==> config.mk <==
export PLATFORM = sky130hd
export DESIGN_NAME = divide
export DESIGN_NICKNAME = d
export VERILOG_FILES = /design/src/rtl/math_pkg.sv /design/src/rtl/divide_step.sv /design/src/rtl/divide.sv
export SDC_FILE = /design/constraint.sdc
export NUM_CORES = 1
export LEC_CHECK = 0
export CORE_ASPECT_RATIO = 1.5
export CORE_MARGIN = 5
export CORE_UTILIZATION = 63
export DETAILED_ROUTE_END_ITERATION = 16
export MAX_ROUTING_LAYER = met4
export PLACE_DENSITY = 0.84
export SYNTH_ARGS = -nofsm -noshare
export SYNTH_HDL_FRONTEND = slang
export SYNTH_SLANG_ARGS = --single-unit
export TNS_END_PERCENT = 20
==> constraint.sdc <==
create_clock -name clk -period 10.83 [get_ports clk]
set_clock_uncertainty 0.05 [all_clocks]
set_input_delay 2.166 -clock clk [delete_from_list [all_inputs] [get_ports clk]]
set_output_delay 2.166 -clock clk [all_outputs]
set_load 0.02 [all_outputs]
==> src/rtl/math_pkg.sv <==
// Shared math-library definitions: divider state encoding and Q2.(WDTH-2) format helpers.
package math_pkg;

  localparam int unsigned DIV_STATE_W = 2;

  localparam logic [DIV_STATE_W-1:0] ST_IDLE = 2'd0;
  localparam logic [DIV_STATE_W-1:0] ST_CALC = 2'd1;
  localparam logic [DIV_STATE_W-1:0] ST_DONE = 2'd2;

  // Fractional bits of the Q2.(w-2) format; 1.0 = 2^(w-2).
  function automatic int unsigned q_frac_bits(input int unsigned w);
    return w - 2;
  endfunction

  // Width of the pre-scaled numerator |x| << (w-2).
  function automatic int unsigned q_num_bits(input int unsigned w);
    return 2 * w - 2;
  endfunction

  // Largest positive result, 2^(w-1)-1.
  function automatic logic [63:0] q_sat_pos(input int unsigned w);
    return (64'd1 << (w - 1)) - 64'd1;
  endfunction

  // Magnitude of the most negative result, 2^(w-1).
  function automatic logic [63:0] q_sat_neg_mag(input int unsigned w);
    return 64'd1 << (w - 1);
  endfunction

endpackage

==> src/rtl/divide_step.sv <==
// One restoring shift-subtract iteration on magnitudes.
module divide_step #(
  parameter int unsigned WDTH = 18
) (
  input  logic [WDTH-1:0] rem,
  input  logic            num_bit,
  input  logic [WDTH-1:0] den,
  output logic [WDTH-1:0] rem_next,
  output logic            q_bit
);

  logic [WDTH:0] shifted;

  // Remainder stays below den, so both branches fit back into WDTH bits.
  always_comb begin
    shifted  = {rem, num_bit};
    q_bit    = (shifted >= {1'b0, den});
    rem_next = q_bit ? WDTH'(shifted - {1'b0, den}) : WDTH'(shifted);
  end

endmodule

==> src/rtl/divide.sv <==
// Iterative signed Q2.(WDTH-2) divider z = x / y, one quotient bit per clock.
// Optional ovf flag output enabled by defining DIVIDE_OVF_EN.
module divide #(
  parameter int unsigned WDTH = 18
) (
  input  logic            clk,
  input  logic            rst,
  input  logic            in_valid,
  output logic            in_ready,
  input  logic [WDTH-1:0] x,
  input  logic [WDTH-1:0] y,
  output logic            out_valid,
`ifdef DIVIDE_OVF_EN
  output logic            ovf,
`endif
  output logic [WDTH-1:0] z
);
  import math_pkg::*;

  localparam int unsigned NW = q_num_bits(WDTH);
  localparam int unsigned FW = q_frac_bits(WDTH);
  localparam int unsigned CW = $clog2(NW + 1);

  localparam logic [NW-1:0]   LIM_POS = NW'(q_sat_pos(WDTH));
  localparam logic [NW-1:0]   LIM_NEG = NW'(q_sat_neg_mag(WDTH));
  localparam logic [WDTH-1:0] Z_POS   = WDTH'(q_sat_pos(WDTH));
  localparam logic [WDTH-1:0] Z_NEG   = WDTH'(q_sat_neg_mag(WDTH));

  logic [DIV_STATE_W-1:0] state_q, state_nxt;
  logic [CW-1:0]          cnt_q, cnt_nxt;
  logic [WDTH-1:0]        rem_q, rem_nxt;
  logic [NW-1:0]          num_q, num_nxt;
  logic [NW-2:0]          quo_q, quo_nxt;
  logic [WDTH-1:0]        den_q, den_nxt;
  logic                   neg_q, neg_nxt;
  logic                   xz_q, xz_nxt;
  logic                   in_ready_nxt, out_valid_nxt;
  logic [WDTH-1:0]        z_nxt;

  logic [WDTH-1:0]        ax, ay;
  logic [WDTH-1:0]        step_rem;
  logic                   step_q;
  logic [NW-1:0]          quo_fin;
  logic [NW-1:0]          lim;
  logic                   sat;
  logic [WDTH-1:0]        res;

`ifdef DIVIDE_OVF_EN
  logic                   yz_q, yz_nxt;
  logic                   ovf_nxt;
`endif

  divide_step #(.WDTH(WDTH)) u_step (
    .rem      (rem_q),
    .num_bit  (num_q[NW-1]),
    .den      (den_q),
    .rem_next (step_rem),
    .q_bit    (step_q)
  );

  // Magnitudes; |-2^(WDTH-1)| = 2^(WDTH-1) is kept as an unsigned WDTH-bit value.
  always_comb begin
    ax = x[WDTH-1] ? WDTH'(-x) : x;
    ay = y[WDTH-1] ? WDTH'(-y) : y;
  end

  // Final quotient, sign application and saturation; valid on the last CALC cycle.
  always_comb begin
    quo_fin = {quo_q, step_q};
    lim     = neg_q ? LIM_NEG : LIM_POS;
    sat     = (quo_fin > lim);
    if (xz_q) begin
      res = '0;
    end else if (sat) begin
      res = neg_q ? Z_NEG : Z_POS;
    end else begin
      res = neg_q ? WDTH'(-quo_fin[WDTH-1:0]) : quo_fin[WDTH-1:0];
    end
  end

  // Next-state and datapath update.
  always_comb begin
    state_nxt = state_q;
    cnt_nxt   = cnt_q;
    rem_nxt   = rem_q;
    num_nxt   = num_q;
    quo_nxt   = quo_q;
    den_nxt   = den_q;
    neg_nxt   = neg_q;
    xz_nxt    = xz_q;
    z_nxt     = z;
`ifdef DIVIDE_OVF_EN
    yz_nxt    = yz_q;
    ovf_nxt   = ovf;
`endif

    case (state_q)
      ST_IDLE: begin
        if (in_valid && in_ready) begin
          state_nxt = ST_CALC;
          cnt_nxt   = CW'(NW);
          rem_nxt   = '0;
          num_nxt   = {ax, {FW{1'b0}}};
          quo_nxt   = '0;
          den_nxt   = ay;
          neg_nxt   = x[WDTH-1] ^ y[WDTH-1];
          xz_nxt    = (x == '0);
`ifdef DIVIDE_OVF_EN
          yz_nxt    = (y == '0);
`endif
        end
      end
      ST_CALC: begin
        cnt_nxt = cnt_q - CW'(1);
        rem_nxt = step_rem;
        num_nxt = {num_q[NW-2:0], 1'b0};
        quo_nxt = quo_fin[NW-2:0];
        if (cnt_q == CW'(1)) begin
          state_nxt = ST_DONE;
          z_nxt     = res;
`ifdef DIVIDE_OVF_EN
          ovf_nxt   = yz_q | sat;
`endif
        end
      end
      ST_DONE: begin
        state_nxt = ST_IDLE;
      end
      default: begin
        state_nxt = ST_IDLE;
      end
    endcase

    in_ready_nxt  = (state_nxt == ST_IDLE);
    out_valid_nxt = (state_nxt == ST_DONE);
  end

  always_ff @(posedge clk) begin
    if (rst) begin
      state_q   <= ST_IDLE;
      cnt_q     <= '0;
      rem_q     <= '0;
      num_q     <= '0;
      quo_q     <= '0;
      den_q     <= '0;
      neg_q     <= 1'b0;
      xz_q      <= 1'b0;
      in_ready  <= 1'b1;
      out_valid <= 1'b0;
      z         <= '0;
    end else begin
      state_q   <= state_nxt;
      cnt_q     <= cnt_nxt;
      rem_q     <= rem_nxt;
      num_q     <= num_nxt;
      quo_q     <= quo_nxt;
      den_q     <= den_nxt;
      neg_q     <= neg_nxt;
      xz_q      <= xz_nxt;
      in_ready  <= in_ready_nxt;
      out_valid <= out_valid_nxt;
      z         <= z_nxt;
    end
  end

`ifdef DIVIDE_OVF_EN
  always_ff @(posedge clk) begin
    if (rst) begin
      yz_q <= 1'b0;
      ovf  <= 1'b0;
    end else begin
      yz_q <= yz_nxt;
      ovf  <= ovf_nxt;
    end
  end
`endif

endmodule

==> metrics.txt, run 1 <==
mux share of post-synthesis cell area=1.88%; RSZ-0062 raised after global routing=false; crit path from=den_q[14]; 1st-pass router iterations=5; sequential share of the synthesized area=33.6%; Least-Margin Pin Slew=1.30 ns; average size of a mapped cell=8.11 um2; xor/xnor cell area share of the yosys netlist=6.15%; Tightest Hold Check Type=reg -> reg; WP depth=15; Post-synth EDFFs=0; syn nets=942; start point of the worst hold path=z[17]; drt wl/cell=17.9 um; Cell Area, Synth=0.00698 mm2; Commonest cells post-synth=dfxtp_1 (117), nor2_1 (109), nand2_1 (73); Die X=95.9 um; f_max=0.190 GHz; RD Place Congestion=0.897; PortBufs=58; post-synth top area cell=dfxtp_1; Chip Height=139 um; post-synthesis simple-gate area fraction=20.4%; Core ar.=0.0109 mm2; MaxCap Viol Count=0; WP buf/inv=3; Yosys reg bits=117; status=complete, no violations; kind of cell adding the most delay to the critical path=compound AO/OA/AOI/OAI gates; CTS root buffer=clkbuf_16; Hold-fix buffers, CTS=0; crit-path max cell delay=0.78 ns; via count=6,677; Reg2Reg Depth=15; setup violators final=0; hold slack=0.402 ns; Die ar.=0.0133 mm2; GRT Overall Usage=30.0%; Setup Fix Bufs, Post-CTS=0; CTS sink cnt=117; initial antenna violation count=0; Max-slew headroom=12.8%; post-synth cell types=74; critical-path cell list=inv_1, ha_1, nand4_1, nor4_1, inv_1, a31oi_4, or2_2, clkinv_1, ha_1, nand4_1, nor4_1, a22oi_1, a211oi_1, o21ai_0, a221oi_1; Power Total=2.12 mW; vias in the first global route=6,612; critical path capture point type=flip-flop; final number of hold-violating endpoints=0; clk buf depth=2; Area Overhead vs Synth=17.0%; Ant. Diodes=0; CTS tree=built; minimum clock period=5.25 ns; DRC violations left=0; top post-synthesis cells by area=dfxtp_1 (34%), ha_1 (7.3%), nor2_1 (5.9%); total global routing overflow=0; pwr dens=260 mW/mm2; reg2reg setup slack=5.58 ns; Startpoint Class=flip-flop; Adder-Cell Fraction of Synth Area=7.64%; worst r2r src=den_q[14]; Hold Path End=z[17]; DP HPWL=13,200 um; # resized after CTS=0; row count=47; Arr. time, crit path=5.50 ns; Crit Path Category=reg -> reg; H-tree depth=4; area share of the largest cell type after synthesis=33.6%; post-synthesis cell count=861; Final Cycle Share=48.5%; peak supply drop=0.000281 V; most common cell in the netlist=dfxtp_1; total CTS buffers=17; DRT iter0 DRCs=495; largest net degree at the start of global routing=95; P_leak=3.18 nW; Worst R2R End=z[15]; worst-path fanout max=20; WP data required=11.08 ns; compound-cell area share of the yosys netlist=25.1%; worst hold stages=2; vias per cell=6.35; DRT antenna net count=0; Post-synth top flop=dfxtp_1; Worst-Skew Late Latency=0.42 ns; first-pass GRT wire length=30,900 um; main combinational cell family by area after synthesis=compound AO/OA/AOI/OAI gates; clock slew at reported path FFs=0.05 ns; number of I/O pins=59; Initial Utilization=63.8%; Async S/R FF share, synth=0%; Slew Viols, Final=0; Routed WL=18,800 um; final setup TNS=0 ns; Crit-path slowest cell=a211oi_1; Synth Warn #=0; layout cell share with drive strength beyond 1=6.74%; nets@finish=973; Final Util=74.7%
[cell usage in the layout, fill, tap and decap left out, drive strengths merged, types with 5 or more instances in the layout]
cell type / n
ha: 41
nor3: 21
clkdlybuf4s50: 57
mux2i: 12
buf: 7
o21ai: 51
o211ai: 10
a22oi: 36
xnor2: 19
nor4: 12
nand2: 73
or3: 10
clkinv: 8
nand4: 8
a211oi: 33
o31ai: 15
o21a: 5
nand3: 5
dfxtp: 117
a21oi: 60
nor2b: 6
or2: 6
nand2b: 10
nor2: 109
a31oi: 6
or4: 12
inv: 39
clkbuf: 21
xor2: 30
[how the worst max path moves through the flow]
stage | to | slack (ns)
after floorplan | den_q[15] | 6.60
after global placement | den_q[16] | 5.79
after detailed placement | den_q[16] | 5.75
after CTS | z[15] | 5.75
after global routing | z[15] | 5.15
final | z[15] | 5.58
[sequential cells by signal (all words and copies together), names as in the netlist, 2 cells and up]
| signal | cells |
|---|---|
| cnt_q | 6 |
| den_q | 18 |
| num_q | 18 |
| quo_q | 33 |
| rem_q | 18 |
| state_q | 2 |
| z | 18 |
[layer usage]
| layer | GRT usage, % | up-vias | share of wire (%) |
|---|---|---|---|
| met5 | - | - | 0 |
| met4 | 19.3 | 0 | 6.4 |
| met3 | 7.06 | 80 | 4.5 |
| met2 | 49.6 | 238 | 51 |
| met1 | 31.1 | 3150 | 38 |
| li1 | - | 3209 | - |
[worst reg2reg max path: cells and delay by family, from the launching register on]
kind / cells / cell delay [ns]
buffers and inverters: 3 / 0.63
adder cells (fa/ha/maj): 2 / 0.82
AO/OA/AOI/OAI: 5 / 1.87
flip-flops: 1 / 0.33
AND/OR/NAND/NOR: 5 / 1.44
[power by group]
part | switching [mW] | total, mW | leakage, nW | internal, mW
Sequential | 0.0400 | 0.515 | 0.951 | 0.475
Combinational | 0.625 | 1.05 | 1.94 | 0.425
Clock | 0.198 | 0.555 | 0.289 | 0.357
[cell type report]
cell class                      count  area, um2
Clock inverter                     11        125
Fill cell                         854       2770
Sequential cell                   117       2340
Tap cell                          147        184
Multi-Input combinational cell    652       4280
Clock buffer                       21        470
Inverter                           40        150
Timing Repair Buffer               64        621
[logic make-up after synthesis]
group | count (synthesis)
DFF | 117
buffers and inverters | 92
AOI/OAI and AO/OA | 258
adders and majority gates | 42
xor gates and xnor gates | 49
muxes | 13
and+or+nand+nor | 290
[stage by stage]
stage | worst slack (ns) | instance area, um2 | instances
final | 5.58 | 8170 | 1052
after detailed placement | 5.75 | 7570 | 1020
after global placement | 5.79 | 7570 | 1020
after floorplan | 6.60 | 6980 | 861
after CTS | 5.75 | 8170 | 1052
after global routing | 5.15 | 8170 | 1052
(Power assumes the default switching activity.)
==> inputs of run 2 (changes only) <==
CORE_UTILIZATION = 59   (was 63)
PLACE_DENSITY = 0.79   (was 0.84)
clock period = 4.9 ns   (was 10.83 ns; I/O delays follow)
==> metrics.txt, run 2 (synthesis results as in run 1) <==
DRT iter0 DRCs=521 (+5.3%); Initial Utilization=60.5% (-3.3 points); drt wl/cell=17.7 um (-1.4%); Die X=98.8 um (+3.0%); total CTS buffers=17 (unchanged); RSZ-0062 raised after global routing=false; Tightest Hold Check Type=reg -> reg; largest net degree at the start of global routing=63 (-34%); clock slew at reported path FFs=0.06 ns (about the same); Ant. Diodes=0 (unchanged); number of I/O pins=59 (unchanged); via count=6,708 (+0.46%); Core ar.=0.0115 mm2 (+5.4%); Startpoint Class=flip-flop; CTS root buffer=clkbuf_16; Crit Path Category=reg -> reg; Arr. time, crit path=4.82 ns (-0.68 ns); status=complete, no violations; nets@finish=977 (+0.41%); critical path capture point type=flip-flop; peak supply drop=0.000378 V (+35%); 1st-pass router iterations=5 (unchanged); PortBufs=58 (unchanged); area of the multi-input gates=0.00428 mm2 (unchanged); most frequent cells in the layout=dfxtp_1 (117), nor2_1 (109), nand2_1 (73); final worst-path setup slack=0.283 ns (-5.30 ns); Max-slew headroom=15.3% (+2.5 points); Worst-Skew Late Latency=0.41 ns (about the same); Least-Margin Pin Slew=1.27 ns (-0.0369 ns); total global routing overflow=0 (unchanged); pwr dens=584 mW/mm2 (+120%); GRT Overall Usage=27.8% (-2.2 points); DRT antenna net count=0 (unchanged); largest reg by FF count=quo_q; Area Overhead vs Synth=17.8%; minimum clock period=4.62 ns (-0.634 ns); Die ar.=0.0142 mm2 (+6.2%); Crit-path slowest cell=or4_1; initial antenna violation count=0 (unchanged); Sequential cell area=0.00234 mm2 (unchanged); clk buf depth=2 (unchanged); MaxCap Viol Count=0 (unchanged); critical-path cell list=inv_1, ha_1, nor2b_1, o31a_1, or4_1, nand3_2, a31oi_4, or2_2, clkinv_1, ha_1, nor2b_1, o211ai_1, a21boi_0, o31ai_1, a22oi_1, buf_4, a211o_1, a2111oi_0; final setup TNS=0 ns (unchanged); # resized after CTS=0 (unchanged); Hold-fix buffers, CTS=0 (unchanged); Final Cycle Share=94.2% (+46 points); final number of hold-violating endpoints=0 (unchanged); vias in the first global route=6,730 (+1.8%); vias per cell=6.33 (-0.20%); worst-path fanout max=12 (-40%); layout cell share with drive strength beyond 1=7.15% (+0.41 points); CTS tree=built; DP HPWL=13,100 um (-0.31%); setup violators final=0 (unchanged); f_max=0.217 GHz (+14%); kind of cell adding the most delay to the critical path=compound AO/OA/AOI/OAI gates; Layout fillers=951 (+11%); crit-path max cell delay=0.54 ns (-0.24 ns); Routed WL=18,700 um (-0.71%); DRC violations left=0 (unchanged); Chip Height=143 um (+3.1%); Place WS=0.469 ns (-5.28 ns); H-tree depth=4 (unchanged); flip-flop count of the largest register after layout=33 (unchanged); Setup Fix Bufs, Post-CTS=0 (unchanged); WP data required=5.10 ns (-5.98 ns); P_leak=3.21 nW (+0.83%); Slew Viols, Final=0 (unchanged); row count=48 (+2.1%); first-pass GRT wire length=31,300 um (+1.2%); RD Place Congestion=0.939 (+4.7%); CTS sink cnt=117 (unchanged); WP buf/inv=3 (unchanged); commonest non-fill, non-tap cell in the layout=dfxtp_1
==> run 2: cell types whose count changed in the layout (fill, tap and decap cells not counted) <==
cell and delta:
inv_6 -1, clkbuf_8 -3, bufinv_16 +2, clkinv_4 -1
clkinv_2 +2, clkinvlp_4 +1, buf_4 +4
==> run 2: worst paths after layout <==
check,startpoint,to,slack [ns],depth (start not counted)
min,den_q[3],den_q[3],0.42,2
min reg2reg,den_q[3],den_q[3],0.42,2
max,den_q[1],z[3],0.28,18
max reg2reg,den_q[1],z[3],0.28,18
==> run 2: cell type report <==
class,count,area share (%)
timing repair buffer,68,7.91
tap,150,2.28
clock buffer,18,5.22
clock inverter,14,2.25
inverter,40,1.83
multi-input combinational,652,52.0
sequential,117,28.5
==> run 2: report_power, final <==
part	switching, mW	total [mW]	internal [mW]
Sequential	0.0836	1.13	1.05
Clock	0.441	1.29	0.846
Combinational	1.40	2.38	0.985
==> run 2: per-stage QoR <==
stage	power [mW]	area [um2]	hold WS, ns	cells	utilization, %
global placement	3.41	7610	0.406	1027	66.0
finish	4.80	8220	0.418	1059	71.3
global route	5.13	8220	0.438	1059	71.3
CTS	4.78	8220	0.421	1059	71.3
detailed placement	3.47	7610	0.414	1027	66.0
floorplan	2.99	6980	0.390	861	-
==> run 2: metal layers <==
metal  global-route usage (%)  routed length (um)  part of all wire (%)
met5                        -                   0                     0
met4                     16.3                1000                   5.4
met3                     5.57                 877                   4.7
met2                     48.2                9670                    52
met1                     28.9                7160                    38
==> run 2: worst reg2reg max path, stage by stage (launching register included) <==
cell and delay, ns:
dfxtp_1 0.37, inv_1 0.06, ha_1 0.28, nor2b_1 0.15
o31a_1 0.27, or4_1 0.54, nand3_2 0.12, a31oi_4 0.15
or2_2 0.33, clkinv_1 0.07, ha_1 0.13, nor2b_1 0.04
o211ai_1 0.20, a21boi_0 0.15, o31ai_1 0.29, a22oi_1 0.17
buf_4 0.22, a211o_1 0.35, a2111oi_0 0.51
